**src/rtl/mux_add_pipe_pkg.sv**
```systemverilog
// ----------------------------------------------------------------------------
// mux_add_pipe_pkg
// Shared definitions for the mux/add pipeline:
//   mode_e : selection mode encodings (indexed / priority)
//   clog2  : ceiling log2, used to size the channel-index field
// ----------------------------------------------------------------------------
package mux_add_pipe_pkg;

    typedef enum logic {
        MODE_INDEXED  = 1'b0,
        MODE_PRIORITY = 1'b1
    } mode_e;

    // Smallest r with 2**r >= n; n is expected to be >= 2.
    function automatic int clog2(input int n);
        int r;
        r = 0;
        for (int i = 0; i < 31; i++) begin
            if ((1 << i) < n) r = i + 1;
        end
        return r;
    endfunction

endpackage

```
**src/rtl/mux_add_pipe_mux_sel.sv**
```systemverilog
// ----------------------------------------------------------------------------
// mux_sel
// Combinational channel selector.
//   data_in  : NCH packed channels, channel i at [i*WIDTH +: WIDTH]
//   dflt     : operand used when priority mode finds no request
//   mode     : 0 = indexed (sel low SELW bits), 1 = priority (sel bitmask)
//   sel      : index or request mask
//   opnd     : selected operand
//   ch       : index of the channel that supplied opnd (0 when dflt used)
//   use_dflt : opnd came from dflt
// ----------------------------------------------------------------------------
module mux_sel
    import mux_add_pipe_pkg::*;
#(
    parameter int WIDTH = 8,
    parameter int NCH   = 4,
    localparam int SELW = clog2(NCH)
) (
    input  logic [NCH*WIDTH-1:0] data_in,
    input  logic [WIDTH-1:0]     dflt,
    input  logic                 mode,
    input  logic [NCH-1:0]       sel,
    output logic [WIDTH-1:0]     opnd,
    output logic [SELW-1:0]      ch,
    output logic                 use_dflt
);

    int idx;

    always_comb begin
        opnd     = dflt;
        ch       = '0;
        use_dflt = 1'b0;
        idx      = int'(sel[SELW-1:0]);
        // Indices past the last channel fold onto the last channel.
        if (idx > NCH - 1) idx = NCH - 1;

        if (mode == MODE_PRIORITY) begin
            use_dflt = 1'b1;
            // Ascending scan: the highest-numbered request is the last to write.
            for (int i = 0; i < NCH; i++) begin
                if (sel[i]) begin
                    opnd     = data_in[i*WIDTH +: WIDTH];
                    ch       = SELW'(i);
                    use_dflt = 1'b0;
                end
            end
        end else begin
            for (int i = 0; i < NCH; i++) begin
                if (i == idx) begin
                    opnd = data_in[i*WIDTH +: WIDTH];
                    ch   = SELW'(i);
                end
            end
        end
    end

endmodule

```
**src/rtl/mux_add_pipe.sv**
```systemverilog
// ----------------------------------------------------------------------------
// mux_add_pipe
// Two-stage valid/ready pipeline: select one of NCH channels (indexed or
// priority with default), then add t with the carry kept.
//   clk, rst              : clock, asynchronous active-high reset
//   in_valid / in_ready   : input handshake
//   data_in, dflt, t      : channels, default operand, addend
//   mode, sel             : selection mode and index / request mask
//   out_valid / out_ready : output handshake
//   z, z_ch, z_dflt       : sum, source channel, default-used flag
//   xfer_cnt              : completed output transfers, wraps at 16 bits
// ----------------------------------------------------------------------------
module mux_add_pipe
    import mux_add_pipe_pkg::*;
#(
    parameter int WIDTH = 8,
    parameter int NCH   = 4,
    localparam int SELW = clog2(NCH)
) (
    input  logic                 clk,
    input  logic                 rst,
    input  logic                 in_valid,
    output logic                 in_ready,
    input  logic [NCH*WIDTH-1:0] data_in,
    input  logic [WIDTH-1:0]     dflt,
    input  logic [WIDTH-1:0]     t,
    input  logic                 mode,
    input  logic [NCH-1:0]       sel,
    output logic                 out_valid,
    input  logic                 out_ready,
    output logic [WIDTH:0]       z,
    output logic [SELW-1:0]      z_ch,
    output logic                 z_dflt,
    output logic [15:0]          xfer_cnt
);

    function automatic logic [WIDTH:0] add_ext(input logic [WIDTH-1:0] a,
                                               input logic [WIDTH-1:0] b);
        return {1'b0, a} + {1'b0, b};
    endfunction

    logic [WIDTH-1:0] sel_opnd;
    logic [SELW-1:0]  sel_ch;
    logic             sel_dflt;

    logic             vld_p1;
    logic [WIDTH-1:0] opnd_p1;
    logic [WIDTH-1:0] t_p1;
    logic [SELW-1:0]  ch_p1;
    logic             dflt_p1;

    logic             vld_p2;
    logic [WIDTH:0]   z_p2;
    logic [SELW-1:0]  ch_p2;
    logic             dflt_p2;

    logic             adv;

    // Both stages move together whenever the output slot can take data.
    assign adv      = !vld_p2 || out_ready;
    assign in_ready = !vld_p1 || adv;

    mux_sel #(
        .WIDTH (WIDTH),
        .NCH   (NCH)
    ) u_mux_sel (
        .data_in  (data_in),
        .dflt     (dflt),
        .mode     (mode),
        .sel      (sel),
        .opnd     (sel_opnd),
        .ch       (sel_ch),
        .use_dflt (sel_dflt)
    );

    // ---- S1: selected operand, addend and tags ----
    always_ff @(posedge clk or posedge rst) begin
        if (rst) begin
            vld_p1 <= 1'b0;
        end else if (in_ready) begin
            vld_p1 <= in_valid;
        end
    end

    always_ff @(posedge clk) begin
        if (in_ready && in_valid) begin
            opnd_p1 <= sel_opnd;
            t_p1    <= t;
            ch_p1   <= sel_ch;
            dflt_p1 <= sel_dflt;
        end
    end

    // ---- S2: sum and tags, held while the consumer stalls ----
    always_ff @(posedge clk or posedge rst) begin
        if (rst) begin
            vld_p2   <= 1'b0;
            z_p2     <= '0;
            ch_p2    <= '0;
            dflt_p2  <= 1'b0;
            xfer_cnt <= '0;
        end else begin
            if (adv) vld_p2 <= vld_p1;
            if (adv && vld_p1) begin
                z_p2    <= add_ext(opnd_p1, t_p1);
                ch_p2   <= ch_p1;
                dflt_p2 <= dflt_p1;
            end
            if (vld_p2 && out_ready) xfer_cnt <= xfer_cnt + 16'd1;
        end
    end

    assign out_valid = vld_p2;
    assign z         = z_p2;
    assign z_ch      = ch_p2;
    assign z_dflt    = dflt_p2;

endmodule

```
**config.mk**
```make
export PLATFORM = sky130hd
export DESIGN_NAME = mux_add_pipe
export DESIGN_NICKNAME = d
export VERILOG_FILES = /design/src/rtl/mux_add_pipe_pkg.sv /design/src/rtl/mux_add_pipe_mux_sel.sv /design/src/rtl/mux_add_pipe.sv
export SDC_FILE = /design/constraint.sdc
export NUM_CORES = 1
export LEC_CHECK = 0
export ABC_AREA = 1
export BUFFER_PORTS_ARGS = -buffer_cell sky130_fd_sc_hd__buf_2
export CAP_MARGIN = 40
export CELL_PAD_IN_SITES_DETAIL_PLACEMENT = 1
export CELL_PAD_IN_SITES_GLOBAL_PLACEMENT = 2
export CORE_UTILIZATION = 26
export DETAILED_ROUTE_END_ITERATION = 8
export PLACE_DENSITY_LB_ADDON = 0.1
export SYNTH_ARGS = -nofsm -noshare
export SYNTH_HDL_FRONTEND = slang
export SYNTH_HIERARCHICAL = 1
export SYNTH_SLANG_ARGS = --single-unit
```
**constraint.sdc**
```tcl
create_clock -name clk -period 1.57 [get_ports clk]
set_input_delay 0.314 -clock clk [delete_from_list [all_inputs] [get_ports clk]]
set_output_delay 0.314 -clock clk [all_outputs]
set_load 0.005 [all_outputs]
```
# Yosys cells after proc, flatten, opt, wreduce, memory -nomap -nowiden
# Cells that the tools add are included.
# op_classes
n_addsub	2
n_mux	17
n_reduce_logical	9
bitwise	1
n_eq_ne	3
# op_table
cell	n
$mux W8	9
$add A16 B1 Y16 const B	1
$mux W2	5
$add A8 B8 Y9	1
$eq A2 B2 Y1 const A	2
$reduce_or A4 Y1	1
$logic_and A1 B1 Y1	3
$mux W1	3
$eq A1 B2 Y1 const A	1
$logic_not A1 Y1	2
$logic_not A2 Y1	1
$logic_or A1 B1 Y1	2
$not A1 Y1	1
# totals
ff_bits	49
out_inout_bits	30
in_bits	57
wordCells	42

# Logic depth before layout (Yosys ltp)
# depth
ltp_word	6
mapped_depth	9
ltp_nobuf	9

# Modules after synthesis
# The synthesis kept the hierarchy.
# by_module_without_submodules
module	cells_each	seq_area_each_um2	n_inst	area_each_um2
mux_add_pipe	246	1321.3	1	2323.5
mux_sel	152	0.0	1	759.5

# Worst setup path before layout
# No wires, ideal clock.
# synth_path
path_kind	register to register
start	register opnd_p1[0]
end	register z_p2[6] (netlist: z[6])
stages_incl_launch_ff	9
setup_slack_ps	68
arrival_time_ps	1385
synth_period_minus_slack_ps	1502
n_path_buf	0
path_cell_list	edfxtp_1 ha_1 fa_1 nand2_1 nand2_1 nand3b_1 nand3b_1 nand3_1 nand2_1
# synth_via
elab_chain_len	1
# synth_lines
element	line	source
start, declared	mux_add_pipe.sv:47	logic [WIDTH-1:0] opnd_p1;
start signal, assigned	mux_add_pipe.sv:87	opnd_p1 <= sel_opnd;
$add A8 B8 Y9	mux_add_pipe.sv:39	return {1'b0, a} + {1'b0, b};
end signal, assigned	mux_add_pipe.sv:105	z_p2 <= add_ext(opnd_p1, t_p1);
end, declared	mux_add_pipe.sv:53	logic [WIDTH:0] z_p2;
# No other way between the ends.
# A chain may end at the register's enable or synchronous reset.

# Worst setup path after layout
# layout_path
start	register opnd_p1[0]
end	register z_p2[8] (netlist: z[8])
# Same word-level chain as after synthesis.

==> impl_metrics.yaml <==
run:
  cap_violations: 0
worst_setup_path:
  cp-end-kind: "register"
  critPathLaunchType: "register"
  cp_data_arrival_time_ns: 1.68
  path_class: "register to register"
  crit_fanout: 3
  worstPathRequired_ns: 1.74
die:
  die_x_um: 111
  io_pins: 87
  initial_core_util_pct: 26.9
  core.rowCount: 39
  die_h_um: 111
  coreArea_um2: 11500
  die-area_um2: 12300
timing:
  drv_slew: 0
  fin_crit_sh_pct: 96.4
  worstMarginPinSlew_ns: 0.441
  rsz0062_at_grt: "yes"
  final-hold-violation-count: 0
  relSlewSlack_pct: 70.6
  finalSetupViolCount: 0
  clock_skew_ns: 0.00334
  max_freq_mhz: 661
  fin_crit_ns: 1.51
clocking:
  htreeDepth: 2
  clkSinkCount: 49
  cts_tree: "done"
  clk_latency_ns: 0.29
  ctsRootBufferMaster: "clkbuf_16"
  clkTransAtPathRegs_ns: 0.07
  clockBufferDepth: 2
  numCtsBuffers: 5
detailed_routing:
  route.detailed.drc: 0
  vias: 2819
  finalWirelength_mm: 8.96
  routedWlPerCell_um: 14.2
  ant_nets: 0
  drt_iter0_drc: 99
  drt_first_pass_iters: 4
  viasPerCell: 4.47
yosys:
  synth.distinct_cells: 35
  ys_seq_area_share_pct: 42.9
  synth-seq-cells: 49
  synth_edf_count: 19
  synth_nets: 465
  syn-mean-instance-area_um2: 7.75
  synth_top_area_cell: "dfrtp_1"
  synth_area_leaders: "dfrtp_1 24%, edfxtp_1 19%, nand2_1 17%, nand3_1 9.1%, nor2_1 4.1%"
  yosysWarnings: 6
  synth_ff_type: "dfrtp_1"
  postSynthCellCount: 398
  synthArstFlopShare_pct: 61.2
  yosysTopAreaCellShare_pct: 24.4
  synthesis.area_um2: 3080
power_and_ir_drop:
  internal_power_w: 0.00279
  swShare_pct: 31.3
  p_seq_share_pct: 43.4
  ir_worst_vdd_mv: 0.447
  p_switching_w: 0.00127
  p_clk_share_pct: 29.9
  p_comb_share_pct: 26.7
  power_leakage_nw: 1.97
  power_density_nw_per_um2: 1050
placed_design:
  port_buffers: 86
  place_congestion: 0.734
  dpl.hpwl_mm: 7.01
  dpl.cell_count: 623
finish:
  multiInputGateArea_um2: 1570
  layout.cells.non_filler: 631
  seqCellArea_um2: 1320
  diodes: 0
  nNetsFinal: 554
  drive_gt1_share_pct: 27.0
  fin_util_pct: 33.7
  fillers: 1417
  area_growth_pct: 25.4
global_route:
  grt.total_usage_pct: 15.5
  grt_start_max_net_pins: 31
  antenna_found_initial: 0
  overflow: 0
  grt_pass1_vias: 2935
  grt_pass1_wl_mm: 15.2
min_path:
  hp-class: "input port to async pin"
outcome:
  status: "completed"
power by group through the flow:
stage | Combinational [W] | Sequential [W] | Clock [W]
after floorplan | 0.000623 | 0.00177 | 0
after global placement | 0.00107 | 0.00178 | 0
after detailed placement | 0.00109 | 0.00180 | 0
after CTS | 0.00109 | 0.00177 | 0.00126
after global routing | 0.00125 | 0.00181 | 0.00131
final | 0.00108 | 0.00176 | 0.00121
routing by layer:
layer / track usage [%] / vias to the layer above / wire, µm
met4: 3.73 / 0 / 94
met2: 23.6 / 67 / 3830
li1: - / 1469 / -
met1: 22.7 / 1278 / 4700
met5: 0 / - / 0
met3: 2.46 / 5 / 329
final cells by class:
cell class	instances	area share (%)
flip-flops and latches	49	34.2
well taps	143	4.63
repair buffers	95	13.5
clock inverters	2	0.874
inverters	30	2.98
multi-input cells	306	40.5
clock buffers	6	3.33
metrics by stage:
stage / setup WS [ns] / hold slack (ns) / TNS (ns) / area [µm²] / power, W
after CTS: 0.000819 / 0.124 / 0 / 3840 / 0.00412
after floorplan: 0.0677 / 0.405 / 0 / 3080 / 0.00239
final: 0.0567 / 0.107 / 0 / 3870 / 0.00406
after global placement: 0.0159 / 0.430 / 0 / 3670 / 0.00285
after detailed placement: -0.0209 / 0.432 / -0.0376 / 3670 / 0.00288
after global routing: -0.0748 / 0.167 / -0.146 / 3870 / 0.00437
cell families after synthesis:
group,synth area share (%)
AOI/OAI and AO/OA,5.40
xor gates and xnor gates,3.69
adders and majority gates,4.30
buffers and inverters,7.31
DFF,42.9
and+or+nand+nor,36.4
path summary, 6_finish.rpt:
check / to / cells past startpoint / start / slack, ns
setup / recovery: z[8] / 8 / opnd_p1[0] / 0.06
setup reg to reg: z[8] / 8 / opnd_p1[0] / 0.06
min in group clk: t_p1[7] / 1 / t[7] / 0.20
max in group asynchronous: xfer_cnt[9] / 3 / rst / 1.17
hold reg to reg: z_dflt / 2 / dflt_p1 / 0.45
hold / removal: xfer_cnt[1] / 3 / rst / 0.11
what timing repair did:
action	CTS	global route
hold buffers	0	0
pin swaps	2	4
gates resized for setup	1	6
setup endpoints to repair	2	4
buffers inserted	0	0
layout by cell type (no fill, tap or decap), types with 2 or more instances in the layout:
master,synthesis,layout
a21oi_1,16,14
a21oi_2,0,2
buf_12,0,2
buf_2,1,86
buf_4,5,7
clkbuf_16,0,5
clkinv_1,1,2
dfrtp_1,30,30
edfxtp_1,19,19
ha_1,9,7
inv_1,25,25
inv_2,3,3
nand2_1,136,134
nand2_2,5,7
nand3_1,56,56
nand3_2,3,3
nand3b_1,3,3
nor2_1,34,34
nor2_2,4,4
nor2_4,2,2
o21ai_0,4,4
o21ai_1,10,10
or2_2,2,2
xnor2_1,3,3
xor2_1,10,10
critical path: stages, from the launching register on:
cell and delay (ns):
edfxtp_1 0.39, ha_2 0.21, fa_2 0.34, nand2_2 0.08, nand2_2 0.06, nand3b_1 0.10, nand2_1 0.08, nand2_1 0.09
a21oi_2 0.05
sequential cells by signal (all words and copies together), names as in the netlist:
| register | flops |
|---|---|
| z_ch | 2 |
| opnd_p1 | 8 |
| vld_p1 | 1 |
| z | 9 |
| t_p1 | 8 |
| ch_p1 | 2 |
| xfer_cnt | 16 |
| dflt_p1 | 1 |
| z_dflt | 1 |
| out_valid | 1 |
cell usage after synthesis (2+ instances only):
master / n
buf_4: 5
xor2_1: 10
buf_6: 4
inv_2: 3
nor2_2: 4
clkbuf_1: 2
o21ai_1: 10
nor2_1: 34
inv_1: 25
ha_1: 9
nand3_1: 56
nor2_4: 2
nand2_1: 136
dfrtp_1: 30
or2_2: 2
edfxtp_1: 19
o21ai_0: 4
nand3b_1: 3
xnor2_1: 3
nand3_2: 3
nand2_2: 5
a21oi_1: 16
Power figures use the tool's default switching activity.
